**config.mk**
```make
export PLATFORM = sky130hd
export DESIGN_NAME = unsigned_div
export DESIGN_NICKNAME = d
export VERILOG_FILES = /design/src/rtl/unsigned_div.sv
export SDC_FILE = /design/constraint.sdc
export NUM_CORES = 1
export LEC_CHECK = 0
export BUFFER_PORTS_ARGS = -buffer_cell sky130_fd_sc_hd__buf_2
export CAP_MARGIN = 5
export CORE_UTILIZATION = 35
export DETAILED_ROUTE_END_ITERATION = 16
export GPL_TIMING_DRIVEN = 0
export PLACE_DENSITY = 0.6
export SYNTH_ARGS = -nofsm -noshare
export SYNTH_HDL_FRONTEND = slang
export SYNTH_SLANG_ARGS = --single-unit
```
**constraint.sdc**
```tcl
create_clock -name clk -period 2.38 [get_ports clk]
set_input_delay 0.357 -clock clk [delete_from_list [all_inputs] [get_ports clk]]
set_output_delay 0.357 -clock clk [all_outputs]
set_load 0.005 [all_outputs]
```
**src/rtl/unsigned_div.sv**
```systemverilog
// Sequential unsigned divider: a 2*WIDTH dividend divided by a WIDTH divisor.
// Restoring shift-subtract producing one quotient bit per cycle; divide-by-zero and overflow are flagged in one cycle.
module unsigned_div #(
    parameter int WIDTH = 16
) (
    input  logic               clk,
    input  logic               rst_n,
    input  logic               start,
    input  logic [2*WIDTH-1:0] in0,
    input  logic [WIDTH-1:0]   in1,
    output logic               busy,
    output logic               done,
    output logic [WIDTH-1:0]   quot,
    output logic [WIDTH-1:0]   rem,
    output logic               div_zero,
    output logic               ovf
);
    localparam int CW = (WIDTH > 2) ? $clog2(WIDTH) : 1;

    typedef enum logic [1:0] {IDLE, CALC, DONE} state_t;

    state_t           state, state_next;
    logic [CW-1:0]    cnt;
    logic [WIDTH:0]   rem_acc;
    logic [WIDTH-1:0] q_sh;
    logic [WIDTH-1:0] divisor;

    logic [WIDTH:0]   trial;
    logic [WIDTH:0]   rem_step;
    logic [WIDTH-1:0] q_step;
    logic             take_bit;
    logic             zero_case;
    logic             ovf_case;
    logic             last_step;
    logic             accept;

    // One restoring step: shift the next dividend bit into the partial remainder and trial-subtract.
    always_comb begin
        trial    = {rem_acc[WIDTH-1:0], q_sh[WIDTH-1]};
        take_bit = (trial >= {1'b0, divisor});
        rem_step = take_bit ? (trial - {1'b0, divisor}) : trial;
        q_step   = {q_sh[WIDTH-2:0], take_bit};
    end

    // The upper dividend half must be below the divisor or the quotient needs more than WIDTH bits.
    assign zero_case = (state == CALC) && (cnt == '0) && (divisor == '0);
    assign ovf_case  = (state == CALC) && (cnt == '0) && !zero_case && (rem_acc >= {1'b0, divisor});
    assign last_step = (cnt == CW'(WIDTH - 1));
    assign accept    = start && (state != CALC);

    assign busy = (state == CALC);
    assign done = (state == DONE);

    always_ff @(posedge clk or negedge rst_n) begin
        if (!rst_n) begin
            state <= IDLE;
        end else begin
            state <= state_next;
        end
    end

    always_comb begin
        state_next = state;
        case (state)
            IDLE: if (start) state_next = CALC;
            CALC: if (zero_case || ovf_case || last_step) state_next = DONE;
            DONE: state_next = start ? CALC : IDLE;
            default: state_next = IDLE;
        endcase
    end

    always_ff @(posedge clk or negedge rst_n) begin
        if (!rst_n) begin
            cnt      <= '0;
            rem_acc  <= '0;
            q_sh     <= '0;
            divisor  <= '0;
            quot     <= '0;
            rem      <= '0;
            div_zero <= 1'b0;
            ovf      <= 1'b0;
        end else if (accept) begin
            cnt     <= '0;
            rem_acc <= {1'b0, in0[2*WIDTH-1:WIDTH]};
            q_sh    <= in0[WIDTH-1:0];
            divisor <= in1;
        end else if (state == CALC) begin
            if (zero_case) begin
                quot     <= '1;
                rem      <= q_sh;
                div_zero <= 1'b1;
                ovf      <= 1'b0;
            end else if (ovf_case) begin
                quot     <= '1;
                rem      <= '0;
                div_zero <= 1'b0;
                ovf      <= 1'b1;
            end else begin
                rem_acc <= rem_step;
                q_sh    <= q_step;
                cnt     <= cnt + CW'(1);
                if (last_step) begin
                    quot     <= q_step;
                    rem      <= rem_step[WIDTH-1:0];
                    div_zero <= 1'b0;
                    ovf      <= 1'b0;
                end
            end
        end
    end

endmodule

```
# Yosys cells after proc, flatten, opt, wreduce, memory -nomap -nowiden
# Cells that the tools add are included.
# totals
ram_bits	0
output_inout_bits	36
latchBits	0
n_memories	0
rom_bits	0
register_bits	89
inputBits	51
# op_classes
reduce_logical	16
n_eq_ne	8
n_shift	0
n_lt_le_gt_ge	2
addsub	2
n_div	0
multipliers	0
bitwise	1
muxes	28
# ops
op	count
16-bit 2-to-1 mux	10
17-bit 2-to-1 mux	5
17-bit by 16-bit >= comparator with 1-bit output	2
17-bit by 16-bit subtractor with 17-bit output	1
16-bit zero test	1
4-bit 2-to-1 mux	4
2-bit by 1-bit != test with 1-bit output, second input constant	4
1-bit 2-to-1 mux	6
2-bit case mux with 3 select lines	1
3-bit AND reduction	2
1-bit logical AND	5
4-bit by 1-bit adder with 4-bit output, second input constant	1
4-bit == test, second input constant	1
4-bit zero test	1
2-bit 2-to-1 mux	2
3-bit nonzero test	1
2-bit by 1-bit == test with 1-bit output, second input constant	1
2-bit == test, second input constant	1
2-bit zero test	1
1-bit logical OR	2
2-bit != test, second input constant	1
2-bit AND reduction	1
2-bit nonzero test	1
1-bit zero test	1
1-bit NOT	1

# Longest topological paths before layout
# Gate-level depths: netlist (run 1).
# depth
ltp_word	10
depth_mapped	12
mapped_depth_nobuf	11

# Worst setup path before layout (run 1)
# OpenSTA, ideal clock, no wires.
# synth_path
path_type	flip-flop to flip-flop
from	register q_sh[15]
to	register rem_acc[16]
setup_time_ps	126
arrival_ps	2371
path_buffers	0
path_slack_ps	-117
period_less_slack_ps	2497
path_stages_with_launch	12
cell_sequence	dfrtp_1 -> inv_1 -> ha_1 -> fa_1 -> nor2b_1 -> o31a_1 -> o2111ai_1 -> a31oi_1 -> nand3_1 -> a31oi_1 -> nor4_1 -> a311o_1
# synth_via
elab_chain_len	6
elab_cells_between_ends	7
classes_between	add/sub (1); order compare (1); mux (5)
# synth_lines
item	line	text
start: declaration	25	logic [WIDTH-1:0] q_sh;
start signal: assignment	85	q_sh <= in0[WIDTH-1:0];
start signal: assignment	100	q_sh <= q_step;
17-bit by 16-bit subtractor with 17-bit output / 17-bit by 16-bit >= comparator with 1-bit output (equally long branches)	41, 40	
17-bit 2-to-1 mux (*)	41	rem_step = take_bit ? (trial - {1'b0, divisor}) : trial;
17-bit 2-to-1 mux (*)	93	end else if (ovf_case) begin
17-bit 2-to-1 mux (*)	88	if (zero_case) begin
17-bit 2-to-1 mux (*)	87	end else if (state == CALC) begin
17-bit 2-to-1 mux (*)	82	end else if (accept) begin
end signal: assignment	84	rem_acc <= {1'b0, in0[2*WIDTH-1:WIDTH]};
end signal: assignment	99	rem_acc <= rem_step;
end: declaration	24	logic [WIDTH:0] rem_acc;
# Every way passes the cells marked *; elsewhere a longest branch is shown, timed or not. The select of a mux whose other input is x is not followed.
# A chain may end at the register's enable or synchronous reset.

# Worst setup path after layout (run 1)
# layout_path
from	register rem_acc[15]
to	register rem_acc[15]
# layout_via
elab_chain_len	6
elab_cells_between_ends	10
classes_between	order compare (2); eq/ne (1); mux (5); reduce/logical (2)
# layout_lines
item	line	text
17-bit by 16-bit >= comparator with 1-bit output	40	take_bit = (trial >= {1'b0, divisor});
17-bit 2-to-1 mux	41	
17-bit 2-to-1 mux	93	
17-bit 2-to-1 mux	88	
17-bit 2-to-1 mux	87	
17-bit 2-to-1 mux	82	
# Parallel ways exist; a longest one is shown, timed or not. The select of a mux whose other input is x is not followed.

==> results of run 1 <==
## metal layers
layer / routed length, um / global-route usage [%] / vias up
met4: 780 / 9.60 / 0
met3: 1200 / 3.85 / 61
li1: - / - / 2441
met5: 0 / 0 / -
met2: 9250 / 39.8 / 227
met1: 7820 / 31.5 / 2677
## cell type report
class,instances,area (sq um)
clock inverters,6,73.8
inverters,29,109
well taps,184,230
repair buffers,158,1140
clock buffers,10,229
fillers,1276,6690
flip-flops and latches,89,2250
multi-input cells,437,3550
plain buffers,28,269
## kinds of logic after synthesis
kind of cell,Yosys count,synth area share [%]
buf+inv,59,4.75
simple gates,197,17.3
mux,5,0.960
flops,89,42.7
compound gates,189,23.9
fa+ha+maj,35,8.54
xor+xnor,11,1.85
## placed cells by master, fill, tap and decap left out, drive strengths merged, types with 2 or more instances in the layout
master	Yosys	layout
buf	11	166
dfrtp	89	89
nand2	87	87
o21ai	48	48
nor2	46	46
a21oi	45	45
ha	34	34
inv	29	32
clkbuf	19	30
a31oi	22	22
o22a	18	18
nand3	16	16
o21a	10	10
a21o	9	9
and3	8	8
xnor2	8	8
nor4	7	7
or3	7	7
a22oi	6	6
nor2b	6	6
nor3	6	6
o211ai	5	5
mux2i	5	5
a211oi	5	5
o22ai	4	4
nand2b	3	3
nand4	3	3
a211o	3	3
xor2	3	3
o31a	2	2
o221ai	2	2
clkinvlp	0	2
o31ai	2	2
or2	2	2
## per-stage QoR
stage | hold WS [ns] | cell area (sq um) | setup slack, ns | util [%] | instances
2_1_floorplan | 0.0614 | 5240 | 0.00798 | - | 585
3_3_place_gp | 0.482 | 5900 | -0.566 | 40.6 | 855
3_5_place_dp | 0.390 | 5930 | -0.644 | 40.8 | 856
4_1_cts | 0.00896 | 7180 | -0.139 | 49.4 | 920
5_1_grt | 0.0288 | 7850 | -0.346 | 54.0 | 941
6_report | -0.0149 | 7850 | -0.285 | 54.0 | 941
## how the worst max path moves through the flow
stage	depth (start not counted)	to	slack [ns]
after global placement	11	cnt[2]	-0.57
after CTS	10	rem_acc[15]	-0.14
after global routing	11	q_sh[10]	-0.35
final	9	rem_acc[15]	-0.28
after floorplan	11	rem_acc[16]	0.008
after detailed placement	10	cnt[2]	-0.64
## sequential cells by signal (all words and copies together) (netlist names)
register,count
cnt,4
div_zero,1
divisor,16
ovf,1
q_sh,16
quot,16
rem,16
rem_acc,17
state,2
## timing repair
item | in CTS | in global routing
gates resized for setup | 132 | 100
cloned | 4 | 3
endpoints found under the hold margin | 0 | 0
endpoints found under the setup margin | 88 | 89
buffers inserted | 44 | 20
pin swaps | 43 | 45
## worst register-to-register path, stage by stage (launching register included)
cell                       delay [ns]
sky130_fd_sc_hd__dfrtp_2         0.46
sky130_fd_sc_hd__ha_4            0.27
sky130_fd_sc_hd__a211oi_1        0.34
sky130_fd_sc_hd__nand2_1         0.11
sky130_fd_sc_hd__a21o_1          0.21
sky130_fd_sc_hd__or3b_4          0.45
sky130_fd_sc_hd__a21oi_4         0.17
sky130_fd_sc_hd__buf_6           0.16
sky130_fd_sc_hd__nor2_4          0.06
sky130_fd_sc_hd__a221o_1         0.32
==> run summary, run 1 <==
In this run the tightest slew margin relative to its limit is 58.6%. The chip height came out at 124 um. The max-capacitance violation count came out at 0. The source-to-sink clock delay at the later pin of the worst-skew pair came out at 0.35 ns.

The share of the Yosys chip area taken by registers is 42.7%. In this run, distinct cell masters in the synthesized netlist total 60. The die span in x is 124 um. The worst register-to-register path begins at rem_acc[15].

The number of warning messages in the yosys log came out at 0. STA classifies the critical path endpoint as a flop. The netlist area before placement came out at 5210 sq um. The number of synthesized flops with an enable pin came out at 0.

Setup repair after global routing could not meet its margin everywhere. The worst register-to-register path ends at rem_acc[15]. The number of nets in the layout came out at 838.

The clock sink count is 89. The required time of the critical path came out at 2.61 ns. For this run, the leading register cell type out of synthesis is sky130_fd_sc_hd__dfrtp_1. The number of antenna violations at the first check in global routing is 0. The wire length reported by the detailed router came out at 19100 um. Data on the critical path arrives at its endpoint at 2.89 ns. The final total negative setup slack is -11.56 ns. The clock tree from TritonCTS is yes. In the final layout, the share of cells above drive strength 1 is 44.1%. The antenna diode count came out at 0. The number of iterations in the first detailed-routing pass came out at 5.

The initial utilization of the core area, before any placement, comes to 35.9%. In this run the standard cell core region covers 14500 sq um. The total number of H-tree levels is 3.

The hold buffer count at cts came out at 0. The overall overflow remaining after global route is 0. For this design, the slowest cell found on the critical path is sky130_fd_sc_hd__dfrtp_2. The total number of vias came out at 5406.

The cell count of the worst reg-to-reg path is 9. The growth of design area from synthesis to finish is 50.5%. The placed wire-length estimate is 12500 um. The number of instances in the synthesized netlist came out at 585. The routed design could run at a clock period as short as 2.66 ns. The synthesized design spends more area on one cell type than any other, namely sky130_fd_sc_hd__dfrtp_1.

After synthesis, the cell types taking the most area are sky130_fd_sc_hd__dfrtp_1 43%, sky130_fd_sc_hd__ha_1 8.2%, sky130_fd_sc_hd__nand2_1 6.0%. The global-route wire length before repair is 27700 um. The final period utilization is 112%.

Yosys instantiated no cell more often than sky130_fd_sc_hd__dfrtp_1. After synthesis, the mean cell area works out to 8.91 sq um. The clock tree root driver cell is sky130_fd_sc_hd__clkbuf_16.

The smallest setup slack after layout came out at -0.285 ns. The critical path is of the reg2reg type. TritonCTS created 9 clock buffers.

The actual slew at the worst max-slew pin is 0.620 ns. The register-to-register setup slack is -0.28 ns. The longest clock path from root to sink contains 2 buffers. In the synthesized netlist, the cells that appear most often are 89 x sky130_fd_sc_hd__dfrtp_1, 84 x sky130_fd_sc_hd__nand2_1, 45 x sky130_fd_sc_hd__nor2_1. The async set-reset flop share out of synthesis came out at 100%. The run finished, with violations left. The checks that failed: hold timing, setup timing.

The synthesized netlist net count came out at 671. The hold violation count in the final report was 7. Counting both buffers and inverters, the worst setup path holds a total of 1.

The synthesized design contains 89 register bits. The final hold slack is -0.0149 ns. Buffers placed on the I/O ports in this run total 86. The final estimated routing congestion in global placement is 0.885. The worst setup path is launched from a flop. The die covers 15400 sq um.

Tracing the worst setup path back leads to its startpoint at rem_acc[15]. In this design, the largest share of critical-path delay is due to compound AO/OA/AOI/OAI gates. The number of placement rows is 44. The via count of the first global-routing pass is 5152. The largest fanout on the critical path came out at 7. The synthesized design devotes to its leading area cell type 42.7% of total area.

The number of vias per cell is 5.74. The worst hold-check path type is in2async. The maximum number of pins on one net before global-route repair is 50.

The detail route stage leaves a number of antenna-violating nets equal to 0. The final-report max-slew violation count came out at 0. After clock tree synthesis, the clock-pin slew on the worst setup and hold paths is 0.07 ns. After detailed routing, the average wire length per cell comes to 20.2 um. The highest attainable clock frequency came out at 0.375 GHz. Traced cell by cell, the critical path runs through ha_4 > a211oi_1 > nand2_1 > a21o_1 > or3b_4 > a21oi_4 > buf_6 > nor2_4 > a221o_1. The top-level I/O count is 87. Setup violations remaining at the end of the flow were counted as 70. For this run, design rule violations remaining after detail routing come to 0. On the worst path, the slowest cell contributes a delay of 0.46 ns. The number of violations reported at the end of detailed-routing iteration 0 came out at 461. The post-route clock skew is 0.00830 ns.

Global routing used 24.1% of the available tracks across all layers.
Power of run 1 is left out: the tool's default activity adds up to more than one toggle a clock period on the data nets, which glitch-free logic cannot reach.
==> run 2, diff against run 1 <==
--- a/config.mk
+++ b/config.mk
@@ -11,6 +11,7 @@
 export DETAILED_ROUTE_END_ITERATION = 16
 export GPL_TIMING_DRIVEN = 0
 export PLACE_DENSITY = 0.6
+export SKIP_CTS_REPAIR_TIMING = 1
 export SYNTH_ARGS = -nofsm -noshare
 export SYNTH_HDL_FRONTEND = slang
 export SYNTH_SLANG_ARGS = --single-unit
==> run summary, run 2 (same netlist as run 1, synthesis figures left out) <==
The final hold slack came out at -0.0121 ns. Traced cell by cell, the critical path runs through buf_4 > nor4_1 > nand4_1 > or3b_4 > a21oi_4 > buf_12 > buf_4 > and3_1 > a311o_1. 0 antenna diodes ended up in the layout. The register cell area after layout came out at 2240 sq um.

The flip-flop count of the largest register, all copies and words added is 17. The max-capacitance violation count is 0. The via count of the first global-routing pass is 4690. Compared with the post-synthesis result, the final layout area differs by 37.3%. The final estimated routing congestion in global placement came out at 0.885. The standard cell core area came out at 14500 sq um. The fraction of layout instances using a drive strength above 1 came out at 33.7%. The die span in x came out at 124 um.

The global-route wire length before repair came out at 25400 um. The clock sink count came out at 89. The final-report max-slew violation count is 0. The top cell family by delay on the critical path is simple AND/OR/NAND/NOR gates. The fill cell instance count of the final layout is 1390. The run finished, with violations left. The number of violations reported at the end of detailed-routing iteration 0 is 427. The worst setup path is launched from a flop.

The checks that failed: hold timing, setup timing. The headroom to the max-slew limit came out at 50.9%. Data on the critical path arrives at its endpoint at 2.87 ns.

The finished layout holds 911 standard cells, fillers aside. The required time of the critical path is 2.62 ns. The routed design has 17700 um of wire. In this run the critical register-to-register path is launched from divisor[3]. Once the floorplan was initialized, standard cells occupied 35.9% of the core. The cell count of the worst reg-to-reg path is 9.

The net count of the finished layout is 808. The count of port buffers added during placement is 86. The die covers 15400 sq um.

Ranked by flip-flop count, first place goes to rem_acc. The top cell types in the final layout, fill and taps aside, are 87 x sky130_fd_sc_hd__buf_2, 81 x sky130_fd_sc_hd__nand2_1, 80 x sky130_fd_sc_hd__dfrtp_1. From bottom edge to top edge, the die measures 124 um. For the final database, setup skew stands at 0.0104 ns. The mean routed wirelength per cell is 19.4 um. The pre-antenna-repair detailed-routing pass consisted of 7 iterations.

Summed over all nets, the half-perimeter wirelength after detailed placement is 12500 um. TritonCTS built the clock tree. The total routing resource utilization after global routing is 22.1%. The total number of vias is 5104. The total number of H-tree levels came out at 3. The maximum number of pins on one net before global-route repair is 50. The number of buffers inserted during clock tree synthesis came out at 9. The actual slew at the worst max-slew pin is 0.736 ns.

The worst hold-check path type is in2async. The critical path in this run is classified as reg2reg. Leaving out fill and tap cells, the most frequent cell in the layout is sky130_fd_sc_hd__buf_2. Setup violations remaining at the end of the flow were counted as 70.

The residual antenna-violating net count after detailed routing is 0. The number of placement rows came out at 44. In this run the clock root is driven by a sky130_fd_sc_hd__clkbuf_16. The top-level I/O count is 87. The multi-input combinational cell area came out at 3210 sq um. The hold violation count in the final report is 5. The register-to-register setup slack is -0.25 ns. The clock edge transition at the registers on the reported setup and hold paths is 0.07 ns. The clock period minus worst slack is 2.63 ns.

Setup repair after global routing could not meet its margin everywhere. Once routing completed, OpenROAD measured the worst setup slack at -0.250 ns. The largest fanout on the critical path came out at 9. The depth of the critical timing path with buffers and inverters included came out at 9. The worst setup path is captured at a flop. The number of antenna violations at the first check in global routing is 0. For this run, the top clock speed supported by timing is 0.380 GHz. For this run, design rule violations remaining after detail routing come to 0. On the worst path, the slowest cell contributes a delay of 0.43 ns. The reg-to-reg endpoint is rem_acc[16]. The final period utilization is 111%. The critical-path cell with the highest stage delay is sky130_fd_sc_hd__nand4_1. Counting tap cells, the placed design contains a total of 856 instances. Summed over all layers, the global routing overflow is 0. Counting both buffers and inverters, the worst setup path holds a total of 3.

Among the stages of the critical path, the cell type that occurs most often is sky130_fd_sc_hd__buf_4. The number of vias per cell is 5.60. The clock tree buffer depth came out at 2. The clock reaches the later pin of the worst-skew pair after 0.35 ns.
[run 2: worst register-to-register path, delay by kind of cell (launching register included)]
family	cells	cell delay [ns]
flip-flops	1	0.39
buffers and inverters	3	0.45
AO/OA/AOI/OAI	2	0.38
AND/OR/NAND/NOR	4	1.32
[run 2: cell type report]
| cell class | count | area share, % |
|---|---|---|
| multi-input combinational | 437 | 44.9 |
| buffer | 30 | 3.57 |
| clock inverter | 6 | 1.03 |
| timing repair buffer | 126 | 11.3 |
| tap | 184 | 3.22 |
| inverter | 29 | 1.56 |
| sequential | 89 | 31.3 |
| clock buffer | 10 | 3.20 |
[run 2: how the worst max path moves through the flow]
| stage | from | endpoint | slack, ns |
|---|---|---|---|
| final | divisor[3] | rem_acc[16] | -0.25 |
| after global routing | divisor[12] | rem_acc[16] | -0.32 |
| after CTS | divisor[1] | cnt[2] | -0.67 |
| after detailed placement | rem_acc[2] | cnt[2] | -0.64 |
| after global placement | divisor[1] | cnt[2] | -0.57 |
| after floorplan | q_sh[15] | rem_acc[16] | 0.008 |
[run 2: layer usage]
layer / share of wire, % / up-vias / track usage, %
met5: 0 / - / 0
met1: 43 / 2507 / 29.4
met4: 3.0 / 0 / 8.71
met2: 49 / 183 / 35.9
li1: - / 2375 / -
met3: 5.9 / 39 / 3.53
[run 2: through the flow]
stage | setup TNS [ns] | cell area (sq um) | worst slack [ns] | utilization (%) | hold WS (ns)
floorplan | 0 | 5240 | 0.00798 | - | 0.0614
global placement | -26.89 | 5900 | -0.566 | 40.6 | 0.482
detailed placement | -30.30 | 5930 | -0.644 | 40.8 | 0.390
CTS | -32.13 | 6230 | -0.672 | 42.9 | 0.00901
global route | -16.41 | 7160 | -0.316 | 49.3 | 0.0312
finish | -10.05 | 7160 | -0.250 | 49.3 | -0.0121
Power of run 2 is left out for the same reason.
==> run 3, diff against run 2 <==
--- a/config.mk
+++ b/config.mk
@@ -10,7 +10,7 @@
 export CORE_UTILIZATION = 35
 export DETAILED_ROUTE_END_ITERATION = 16
 export GPL_TIMING_DRIVEN = 0
-export PLACE_DENSITY = 0.6
+export PLACE_DENSITY = 0.58
 export SKIP_CTS_REPAIR_TIMING = 1
 export SYNTH_ARGS = -nofsm -noshare
 export SYNTH_HDL_FRONTEND = slang
==> constraint.sdc (replaced) <==
create_clock -name clk -period 2.42 [get_ports clk]
set_input_delay 0.363 -clock clk [delete_from_list [all_inputs] [get_ports clk]]
set_output_delay 0.363 -clock clk [all_outputs]
set_load 0.005 [all_outputs]
==> run summary, run 3 (same netlist as run 1, synthesis figures left out) <==
Detailed placement finished with a half-perimeter wire length of 12200 um. The wire length reported by the detailed router came out at 18100 um. The number of failing setup endpoints in the final timing report came out at 65. The total number of H-tree levels is 3. The max-capacitance violation count is 0. The signal on the critical path passes through inv_2 > ha_4 > fa_2 > nor2b_2 > o31a_1 > o2111ai_4 > a31oi_4 > nand3_2 > a31oi_4 > nor4_2 > a311o_1. The flip-flop count of the largest register, all copies and words added is 17. The clock tree root driver cell is sky130_fd_sc_hd__clkbuf_16.

0 antenna diodes ended up in the layout. The fill cell instance count of the final layout is 1298. The number of antenna violations at the first check in global routing was 0. The largest fanout on the critical path is 4.

The growth of design area from synthesis to finish came out at 45.9%. In the final layout, the share of cells above drive strength 1 is 42.1%. In the layout the commonest cells are 87 x sky130_fd_sc_hd__buf_2, 82 x sky130_fd_sc_hd__nand2_1, 75 x sky130_fd_sc_hd__dfrtp_1. The worst hold path belongs to the class in2async. The number of violations reported at the end of detailed-routing iteration 0 came out at 413. The via count of the first global-routing pass is 4606. The run finished, with violations left.

In this run the deepest clock path goes through 2 buffers. The overall overflow remaining after global route came out at 0. The commonest non-fill, non-tap cell in the layout is sky130_fd_sc_hd__buf_2. More flip-flops sit in one register than any other, and that register is rem_acc. Setup repair after global routing could not meet its margin everywhere. The number of vias per cell is 5.66. TritonCTS built the clock tree. The clock drives 89 sinks. Once detail routing completed, the nets flagged for antenna violations numbered 0.

The maximum number of pins on one net before global-route repair is 54. The hold violation count in the final report came out at 21. The standard cell core area is 14500 sq um. The source-to-sink clock delay at the later pin of the worst-skew pair is 0.35 ns. The floorplan has 44 rows. The final period utilization came out at 109%. The final-report max-slew violation count came out at 0.

The global-route wire length before repair came out at 24600 um. The checks that failed: hold timing, setup timing. The worst setup path is of the reg2reg kind. The mean routed wirelength per cell is 19.5 um. The clock edge transition at the registers on the reported setup and hold paths is 0.07 ns. In this run the count of I/O pins placed on the die edge is 87.

The highest cell delay on the worst timing path is 0.40 ns. The actual slew at the worst max-slew pin came out at 0.736 ns. The cell that appears most often on the critical path is sky130_fd_sc_hd__a31oi_4. The highest attainable clock frequency is 0.378 GHz. At the end of routability-driven placement, the weighted congestion stood at 0.868. STA classifies the critical path endpoint as a flop. The chip height is 124 um. Measured against its own limit, the worst slew margin works out to 50.9%.

Once routing completed, OpenROAD measured the worst setup slack at -0.227 ns. The number of iterations in the first detailed-routing pass came out at 5. Once the floorplan was initialized, standard cells occupied 35.9% of the core. The total routing resource utilization after global routing is 21.4%.

The number of buffers inserted during clock tree synthesis came out at 9. For this design, the slowest cell found on the critical path is sky130_fd_sc_hd__dfrtp_1. Between clock sinks in the finished design, the worst skew comes to 0.00977 ns. The count of port buffers added during placement came out at 86. The data arrival time of the critical path came out at 2.88 ns. The number of nets in the layout came out at 826. Across all layers, the routed design uses 5259 vias.

The die covers 15400 sq um. The floorplan step set the die width to 124 um. The post-layout instance area is 7610 sq um. For this run, design rule violations remaining after detail routing come to 0. The clock period minus worst slack came out at 2.65 ns. The worst setup path is launched from a flop. The required time of the critical path is 2.66 ns. The total cell area at the placement stage is 5920 sq um. Final hold analysis gives a worst-case slack of -0.0263 ns.
## run 3: cell count changes in the layout (fill, tap and decap cells not counted), moves of 6 or more
cell,delta
sky130_fd_sc_hd__a21oi_1,-13
sky130_fd_sc_hd__a21oi_2,+14
sky130_fd_sc_hd__nor2_1,-9
sky130_fd_sc_hd__o21ai_2,+6
sky130_fd_sc_hd__buf_4,+10
sky130_fd_sc_hd__ha_4,+6
## run 3: through the flow
stage	TNS (ns)	setup WS [ns]	hold WS, ns	utilization [%]	std cells
2_1_floorplan	0	0.0166	0.0674	-	585
3_3_place_gp	-25.21	-0.490	0.459	40.5	855
6_report	-4.97	-0.227	-0.0263	52.3	929
4_1_cts	-27.97	-0.515	-0.00632	42.7	872
3_5_place_dp	-26.67	-0.510	0.371	40.7	856
5_1_grt	-11.48	-0.302	0.0110	52.3	929
## run 3: worst paths after layout
| path | start | end | slack [ns] | cells after the start |
|---|---|---|---|---|
| hold / removal | rst_n | quot[5] | -0.03 | 1 |
| hold reg to reg | div_zero | div_zero | 0.49 | 1 |
| setup reg to reg | q_sh[15] | rem_acc[16] | -0.23 | 11 |
| max in group asynchronous | rst_n | rem_acc[9] | 1.79 | 2 |
| setup / recovery | q_sh[15] | rem_acc[16] | -0.23 | 11 |
| min in group clk | in1[0] | divisor[0] | 0.19 | 3 |
## run 3: routing by layer
layer  global-route usage (%)  part of all wire [%]
met3                     2.88                   6.6
met5                        0                     0
met1                     29.0                    42
met4                     7.37                   2.5
met2                     34.8                    49
## run 3: final cells by class
type	count	area [sq um]	area share (%)
flip-flops and latches	89	2240	29.5
multi-input cells	437	3450	45.4
clock inverters	6	52.6	0.691
clock buffers	10	229	3.01
plain buffers	30	282	3.70
repair buffers	144	1010	13.2
inverters	29	111	1.46
well taps	184	230	3.03
## run 3: worst max-delay path: cells and delay by family (launching register included)
| kind | cells | cell delay (ns) |
|---|---|---|
| adders and majority gates | 2 | 0.55 |
| buffers and inverters | 1 | 0.08 |
| AOI/OAI and AO/OA | 5 | 1.17 |
| DFF | 1 | 0.40 |
| and+or+nand+nor | 3 | 0.34 |
Power of run 3 is left out for the same reason.
